## src/rtl/freq_fmt_pkg.sv

```systemverilog
// freq_fmt_pkg
// Shared definitions for freq_ascii_framer: FSM state encoding, frame
// length and the ASCII constants used to build the text frame.
package freq_fmt_pkg;

  typedef enum logic [1:0] {
    IDLE,
    CONV_F,
    CONV_D,
    EMIT
  } state_t;

  localparam int FRAME_LEN = 24;

  localparam logic [7:0] ASC_F   = 8'h46;
  localparam logic [7:0] ASC_EQ  = 8'h3D;
  localparam logic [7:0] ASC_H   = 8'h48;
  localparam logic [7:0] ASC_Z   = 8'h7A;
  localparam logic [7:0] ASC_SP  = 8'h20;
  localparam logic [7:0] ASC_D   = 8'h44;
  localparam logic [7:0] ASC_PCT = 8'h25;
  localparam logic [7:0] ASC_CR  = 8'h0D;
  localparam logic [7:0] ASC_LF  = 8'h0A;
  localparam logic [7:0] ASC_0   = 8'h30;

endpackage

```

## src/rtl/freq_ascii_framer_bin2bcd.sv

```systemverilog
// bin2bcd_seq
// Sequential double-dabble binary to BCD converter, one bit per cycle.
// The operand is taken MSB-first from the top of bin, so shorter values
// are loaded left-aligned and converted in nbits cycles.
// Ports:
//   clk, rst_n  clock, synchronous active-low reset
//   load        start a conversion of bin over its top nbits bits
//   bin         operand, left-aligned
//   nbits       number of operand bits to convert (>= 1)
//   busy        conversion still in progress
//   bcd         packed BCD result, digit 0 in the low nibble
module bin2bcd_seq #(
  parameter int W      = 34,
  parameter int DIGITS = 11,
  parameter int CW     = $clog2(W + 1)
) (
  input  logic                  clk,
  input  logic                  rst_n,
  input  logic                  load,
  input  logic [W-1:0]          bin,
  input  logic [CW-1:0]         nbits,
  output logic                  busy,
  output logic [4*DIGITS-1:0]   bcd
);

  logic [W-1:0]        sh;
  logic [CW-1:0]       cnt;
  logic [4*DIGITS-1:0] bcd_adj;

  always_comb begin
    bcd_adj = bcd;
    for (int i = 0; i < DIGITS; i++) begin
      if (bcd[4*i +: 4] >= 4'd5) bcd_adj[4*i +: 4] = bcd[4*i +: 4] + 4'd3;
    end
  end

  // The load cycle already shifts in the first bit: with an all-zero BCD
  // register no nibble needs adjusting, so an nbits conversion finishes
  // nbits-1 cycles after load.
  always_ff @(posedge clk) begin
    if (!rst_n) begin
      sh  <= '0;
      cnt <= '0;
      bcd <= '0;
    end else if (load) begin
      bcd <= {{(4*DIGITS-1){1'b0}}, bin[W-1]};
      sh  <= bin << 1;
      cnt <= nbits - 1'b1;
    end else if (cnt != '0) begin
      bcd <= {bcd_adj[4*DIGITS-2:0], sh[W-1]};
      sh  <= sh << 1;
      cnt <= cnt - 1'b1;
    end
  end

  assign busy = (cnt != '0);

endmodule

```

## src/rtl/freq_ascii_framer.sv

```systemverilog
// freq_ascii_framer
// Captures one frequency/duty result on start, converts both to ASCII
// decimal and streams a 24-byte frame "F=<11 digits>Hz D=<3 digits>%\r\n"
// over a valid/ready byte interface.
// Optional feature macro FREQ_ZERO_SUPPRESS_EN: leading zero frequency
// digits are sent as spaces (the last digit is always numeric).
// Ports:
//   clk, rst_n  clock, synchronous active-low reset
//   start       one-cycle request to send a frame (ignored while busy)
//   freq, duty  measurement inputs, sampled on the accepted start
//   busy        high while converting or emitting
//   tx_data     ASCII byte, tx_valid/tx_ready handshake
//
// state  | meaning
// IDLE   | waiting for start
// CONV_F | converting captured frequency (FREQ_W cycles)
// CONV_D | converting captured duty (DUTY_W cycles)
// EMIT   | presenting frame bytes until byte 23 is accepted
module freq_ascii_framer
  import freq_fmt_pkg::*;
#(
  parameter int FREQ_W      = 34,
  parameter int DUTY_W      = 8,
  parameter int FREQ_DIGITS = 11,
  parameter int DUTY_DIGITS = 3
) (
  input  logic              clk,
  input  logic              rst_n,
  input  logic              start,
  input  logic [FREQ_W-1:0] freq,
  input  logic [DUTY_W-1:0] duty,
  output logic              busy,
  output logic [7:0]        tx_data,
  output logic              tx_valid,
  input  logic              tx_ready
);

  localparam int FD = FREQ_DIGITS;
  localparam int DD = DUTY_DIGITS;
  localparam int CW = $clog2(FREQ_W + 1);
  localparam int IW = $clog2(FRAME_LEN);

  state_t              state;
  logic [IW-1:0]       idx;
  logic [DUTY_W-1:0]   duty_cap;
  logic [4*FD-1:0]     freq_bcd;
  logic [4*DD-1:0]     duty_bcd;

  logic                conv_load;
  logic [FREQ_W-1:0]   conv_bin;
  logic [CW-1:0]       conv_nbits;
  logic                conv_busy;
  logic [4*FD-1:0]     conv_bcd;

  logic [FD-1:0]       supp;
  logic [7:0]          byte_nxt;
  int                  sel;
  int                  dig;

  // Frequency goes straight into the converter's shift register on the
  // start edge, so it is the captured copy; duty waits in duty_cap.
  always_comb begin
    conv_load  = 1'b0;
    conv_bin   = freq;
    conv_nbits = CW'(FREQ_W);
    case (state)
      IDLE:    conv_load = start;
      CONV_F: begin
        conv_load  = !conv_busy;
        conv_bin   = FREQ_W'(duty_cap) << (FREQ_W - DUTY_W);
        conv_nbits = CW'(DUTY_W);
      end
      default: conv_load = 1'b0;
    endcase
  end

  bin2bcd_seq #(
    .W      (FREQ_W),
    .DIGITS (FD),
    .CW     (CW)
  ) u_bcd (
    .clk   (clk),
    .rst_n (rst_n),
    .load  (conv_load),
    .bin   (conv_bin),
    .nbits (conv_nbits),
    .busy  (conv_busy),
    .bcd   (conv_bcd)
  );

`ifdef FREQ_ZERO_SUPPRESS_EN
  logic lead;
  always_comb begin
    supp = '0;
    lead = 1'b1;
    for (int k = FD - 1; k >= 1; k--) begin
      lead    = lead && (freq_bcd[4*k +: 4] == 4'd0);
      supp[k] = lead;
    end
  end
`else
  always_comb supp = '0;
`endif

  // Byte for the next index, registered into tx_data on each advance.
  always_comb begin
    sel      = (state == EMIT) ? int'(idx) + 1 : 0;
    dig      = 0;
    byte_nxt = 8'h00;
    if (sel == 0)                 byte_nxt = ASC_F;
    else if (sel == 1)            byte_nxt = ASC_EQ;
    else if (sel < FD + 2) begin
      dig      = FD + 1 - sel;
      byte_nxt = supp[dig] ? ASC_SP : ASC_0 + {4'h0, freq_bcd[4*dig +: 4]};
    end
    else if (sel == FD + 2)       byte_nxt = ASC_H;
    else if (sel == FD + 3)       byte_nxt = ASC_Z;
    else if (sel == FD + 4)       byte_nxt = ASC_SP;
    else if (sel == FD + 5)       byte_nxt = ASC_D;
    else if (sel == FD + 6)       byte_nxt = ASC_EQ;
    else if (sel < FD + DD + 7) begin
      dig      = FD + DD + 6 - sel;
      byte_nxt = ASC_0 + {4'h0, duty_bcd[4*dig +: 4]};
    end
    else if (sel == FD + DD + 7)  byte_nxt = ASC_PCT;
    else if (sel == FD + DD + 8)  byte_nxt = ASC_CR;
    else if (sel == FD + DD + 9)  byte_nxt = ASC_LF;
  end

  always_ff @(posedge clk) begin
    if (!rst_n) begin
      state    <= IDLE;
      busy     <= 1'b0;
      tx_valid <= 1'b0;
      tx_data  <= 8'h00;
      idx      <= '0;
      duty_cap <= '0;
      freq_bcd <= '0;
      duty_bcd <= '0;
    end else begin
      case (state)
        IDLE: begin
          if (start) begin
            duty_cap <= duty;
            busy     <= 1'b1;
            state    <= CONV_F;
          end
        end
        CONV_F: begin
          if (!conv_busy) begin
            freq_bcd <= conv_bcd;
            state    <= CONV_D;
          end
        end
        CONV_D: begin
          if (!conv_busy) begin
            duty_bcd <= conv_bcd[4*DD-1:0];
            idx      <= '0;
            tx_data  <= byte_nxt;
            tx_valid <= 1'b1;
            state    <= EMIT;
          end
        end
        EMIT: begin
          if (tx_ready) begin
            if (idx == IW'(FRAME_LEN - 1)) begin
              idx      <= '0;
              tx_valid <= 1'b0;
              busy     <= 1'b0;
              state    <= IDLE;
            end else begin
              idx     <= idx + 1'b1;
              tx_data <= byte_nxt;
            end
          end
        end
        default: state <= IDLE;
      endcase
    end
  end

endmodule
```

## config.mk

```make
export PLATFORM = sky130hd
export DESIGN_NAME = freq_ascii_framer
export DESIGN_NICKNAME = d
export VERILOG_FILES = /design/src/rtl/freq_fmt_pkg.sv /design/src/rtl/freq_ascii_framer_bin2bcd.sv /design/src/rtl/freq_ascii_framer.sv
export SDC_FILE = /design/constraint.sdc
export NUM_CORES = 1
export LEC_CHECK = 0
export CORE_UTILIZATION = 50
export DETAILED_ROUTE_END_ITERATION = 12
export HOLD_SLACK_MARGIN = 0.02
export PLACE_DENSITY_LB_ADDON = 0.1
export SYNTH_ARGS = -nofsm -noshare
export SYNTH_HDL_FRONTEND = slang
export SYNTH_SLANG_ARGS = --single-unit
```

## constraint.sdc

```tcl
create_clock -name clk -period 5.8 [get_ports clk]
set_input_delay 1.16 -clock clk [delete_from_list [all_inputs] [get_ports clk]]
set_output_delay 1.16 -clock clk [all_outputs]
set_load 0.005 [all_outputs]
```

==> out/results.tsv <==
stage	metric	value	unit
status	status	completed	
sta	finClkSkew	10.6	ps
cts	htree_levels	4	
routing	wire_per_inst	15.3	um
worst_setup_path	crit_fanout	22	
cts	cts_repair_resize_count	0	
final_layout	antenna_cells	0	
sta	hold_violations	0	
die	row_count	47	
global_route	antenna_found_initial	0	
yosys	syn-num-nets	1219	
pwr	intPower	0.00249	W
pwr	switchingPower	0.00155	W
cts	clk_latency	430	ps
pwr	ir_drop	0.250	mV
sta	fin_setup_tns	0	ps
placement	place.port_buffers	54	
final_layout	drive_gt1_share	5.51	%
sta	worst_slew_pin_slew	1100	ps
placement	hpwl	13800	um
pwr	switching_share	38.4	%
yosys	ys_seq_area_share	37.9	%
worst_setup_path	cp_top_family	adder cells	
worst_setup_path	crit_chain	ha_1 > nand2b_1 > ha_1 > and2_1 > a2bb2oi_1 > o41a_1 > or4_1 > o211ai_2	
final_layout	fillCellCount	1609	
die	die_w	133	um
worst_setup_path	startpoint_type	register	
yosys	syn_inst	1140	
global_route	grt_max_degree	55	
global_route	grt_pass1_vias	7112	
die	core-area	16700	um2
yosys	ys_types	74	
sta	max_freq	268	MHz
pwr	p_clk_share	28.3	%
worst_setup_path	slowest_delay	790	ps
final_layout	multi_input_area	4920	um2
routing	ant_nets	0	
worst_setup_path	crit_arrival	4090	ps
pwr	p_leak	3.42	nW
cts	post_cts_buffers	0	
worst_setup_path	crit_path_end_kind	register	
yosys	syn_avg_cell_area	7.55	um2
cts	cts_tree	yes	
yosys	synthMostInstantiatedCell	nand2_1	
routing	route.detailed.drc	0	
final_layout	seq_area	3260	um2
pwr	p_seq_share	36.4	%
cts	cts_hold_buffers	0	
yosys	async_reset_ff_share	0	%
sta	hold_ws	452	ps
sta	final-setup-viol-count	0	
cts	cts.sinks	163	
sta	rsz0062_at_grt	false	
pwr	p_per_area	413	nW/um2
worst_setup_path	cpMaxStageDelayCell	ha_1	
cts	numCtsBuffers	17	
yosys	synth_edf_count	0	
yosys	synth.area.top_cells	dfxtp_1, a21oi_1, nand2_1, nor2_1, ha_1	
worst_setup_path	critical_path_class	reg -> reg	
min_path	hold_class	reg -> reg	
sta	max_slew_margin	26.3	%
yosys	ys_seq_elements	163	
global_route	grtUsageTotal	25.0	%
sta	fin_crit	3730	ps
sta	slew_violations	0	
job	maxCapViolations	0	
die	start_util	51.5	%
routing	viasPerCell	5.67	
pwr	p_comb_share	35.3	%
yosys	synth_common_cells	nand2_1, a21oi_1, dfxtp_1	
worst_setup_path	crit_top_cell	ha_1	
yosys	synthDominantCellAreaShare	37.9	%
routing	wl	21200	um
final_layout	area_growth	13.8	%
placement	gp_congestion	0.908	
yosys	yosys.area.top_type	dfxtp_1	
global_route	grt_overflow	0	
routing	vias	7840	
routing	dr.pass1.iters	7	
die	ios	56	
worst_setup_path	cp.required	6150	ps
final_layout	final_nets	1229	
yosys	synth_area	8600	um2
cts	path_clk_slew	60	ps
yosys	synth-main-ff-cell	dfxtp_1	
die	fp.dieArea	17700	um2
cts	cts_max_path_buffers	2	
sta	fin_crit_sh	64.4	%
worst_setup_path	worst-path-buf-inv	0	
global_route	grt_pass1_wl	35900	um
cts	cts_root_buf	clkbuf_16	
yosys	yosysWarnings	0	
die	fp.dieH	133	um
routing	drt_first_iter_violations	561	
[sequential cells by signal (all words and copies together), names as in the netlist]
signal,flops
u_bcd.cnt,6
duty_cap,8
tx_valid,1
idx,5
busy,1
tx_data,7
duty_bcd,12
freq_bcd,44
u_bcd.sh,33
state,2
u_bcd.bcd,44
[stage by stage]
step	util (%)	cell area [um2]	std cells	setup WS (ps)	power (W)
after floorplan	-	8600	1140	2830	0.00255
after global placement	55.1	9200	1351	2130	0.00290
after detailed placement	55.1	9200	1351	2070	0.00292
after CTS	58.6	9790	1382	2100	0.00407
after global routing	58.6	9790	1382	1870	0.00435
final	58.6	9790	1382	2070	0.00405
[cells by family (layout without fill, tap and decap cells)]
group                    after synthesis  count (layout)  share of synthesized area (%)
XOR/XNOR                              16              16                           1.93
other                                  1               1                         0.0436
adder cells (fa/ha/maj)               33              33                           4.80
flip-flops                           163             163                           37.9
buffers and inverters                105             127                           4.99
AND/OR/NAND/NOR                      451             451                           23.3
AO/OA/AOI/OAI                        346             346                           23.1
multiplexers                          25              25                           3.94
[power groups by stage]
stage,registers [W],logic (W),clock network [W]
after detailed placement,0.00149,0.00143,0
final,0.00147,0.00143,0.00114
after global routing,0.00150,0.00164,0.00122
after floorplan,0.00144,0.00111,0
after CTS,0.00147,0.00143,0.00116
after global placement,0.00149,0.00141,0
[placed cells by master, fill, tap and decap left out, types with 3 or more instances in the layout]
master,Yosys,final
nor2_1,115,114
a2bb2oi_1,4,4
clkbuf_1,55,3
o211ai_1,6,6
xnor2_1,12,12
nor2b_1,4,4
a211oi_1,16,16
o21ai_0,78,78
o221ai_1,9,9
a211o_1,3,3
nand2_1,228,228
bufinv_16,0,3
buf_4,3,11
clkbuf_16,0,17
and3_1,5,5
nor4_1,3,3
a21oi_1,190,190
nand2b_1,18,17
inv_1,29,29
a21o_1,3,3
or4_1,4,4
nand3_1,26,26
nor3_1,4,4
nor3b_1,11,11
ha_1,33,33
nand4b_1,4,4
a311o_1,3,3
or3_1,3,3
clkdlybuf4s50_1,0,54
nand4_1,5,5
o2bb2ai_1,3,3
a31oi_1,9,9
mux4_2,6,6
mux2i_1,17,17
and2_1,7,7
dfxtp_1,163,163
[worst paths after layout]
| kind | cells past startpoint | startpoint | slack [ps] | end |
|---|---|---|---|---|
| worst min register to register | 2 | duty_bcd[1] | 450 | duty_bcd[1] |
| worst max register to register | 8 | state[1] | 2070 | tx_data[1] |
| worst max-delay path | 8 | state[1] | 2070 | tx_data[1] |
| worst min-delay path | 2 | duty_bcd[1] | 450 | duty_bcd[1] |
[final cells by class]
class / instances / area share, %
Clock buffer: 20 / 4.46
Clock inverter: 11 / 1.57
Inverter: 31 / 1.19
Multi-Input combinational cell: 872 / 50.3
Sequential cell: 163 / 33.3
Tap cell: 220 / 2.81
Timing Repair Buffer: 65 / 6.37
[per-layer routing]
layer	global-route usage (%)	up-vias	wire length, um
met3	5.37	21	1160
met4	6.82	0	330
met5	0	-	0
met2	39.2	205	9400
li1	-	3971	-
met1	34.7	3643	10300
[tightest hold or removal path, stage by stage (launching register included)]
cell,delay [ps]
dfxtp_1,310
nand2_1,50
a21oi_1,50
(Power assumes the default switching activity.)
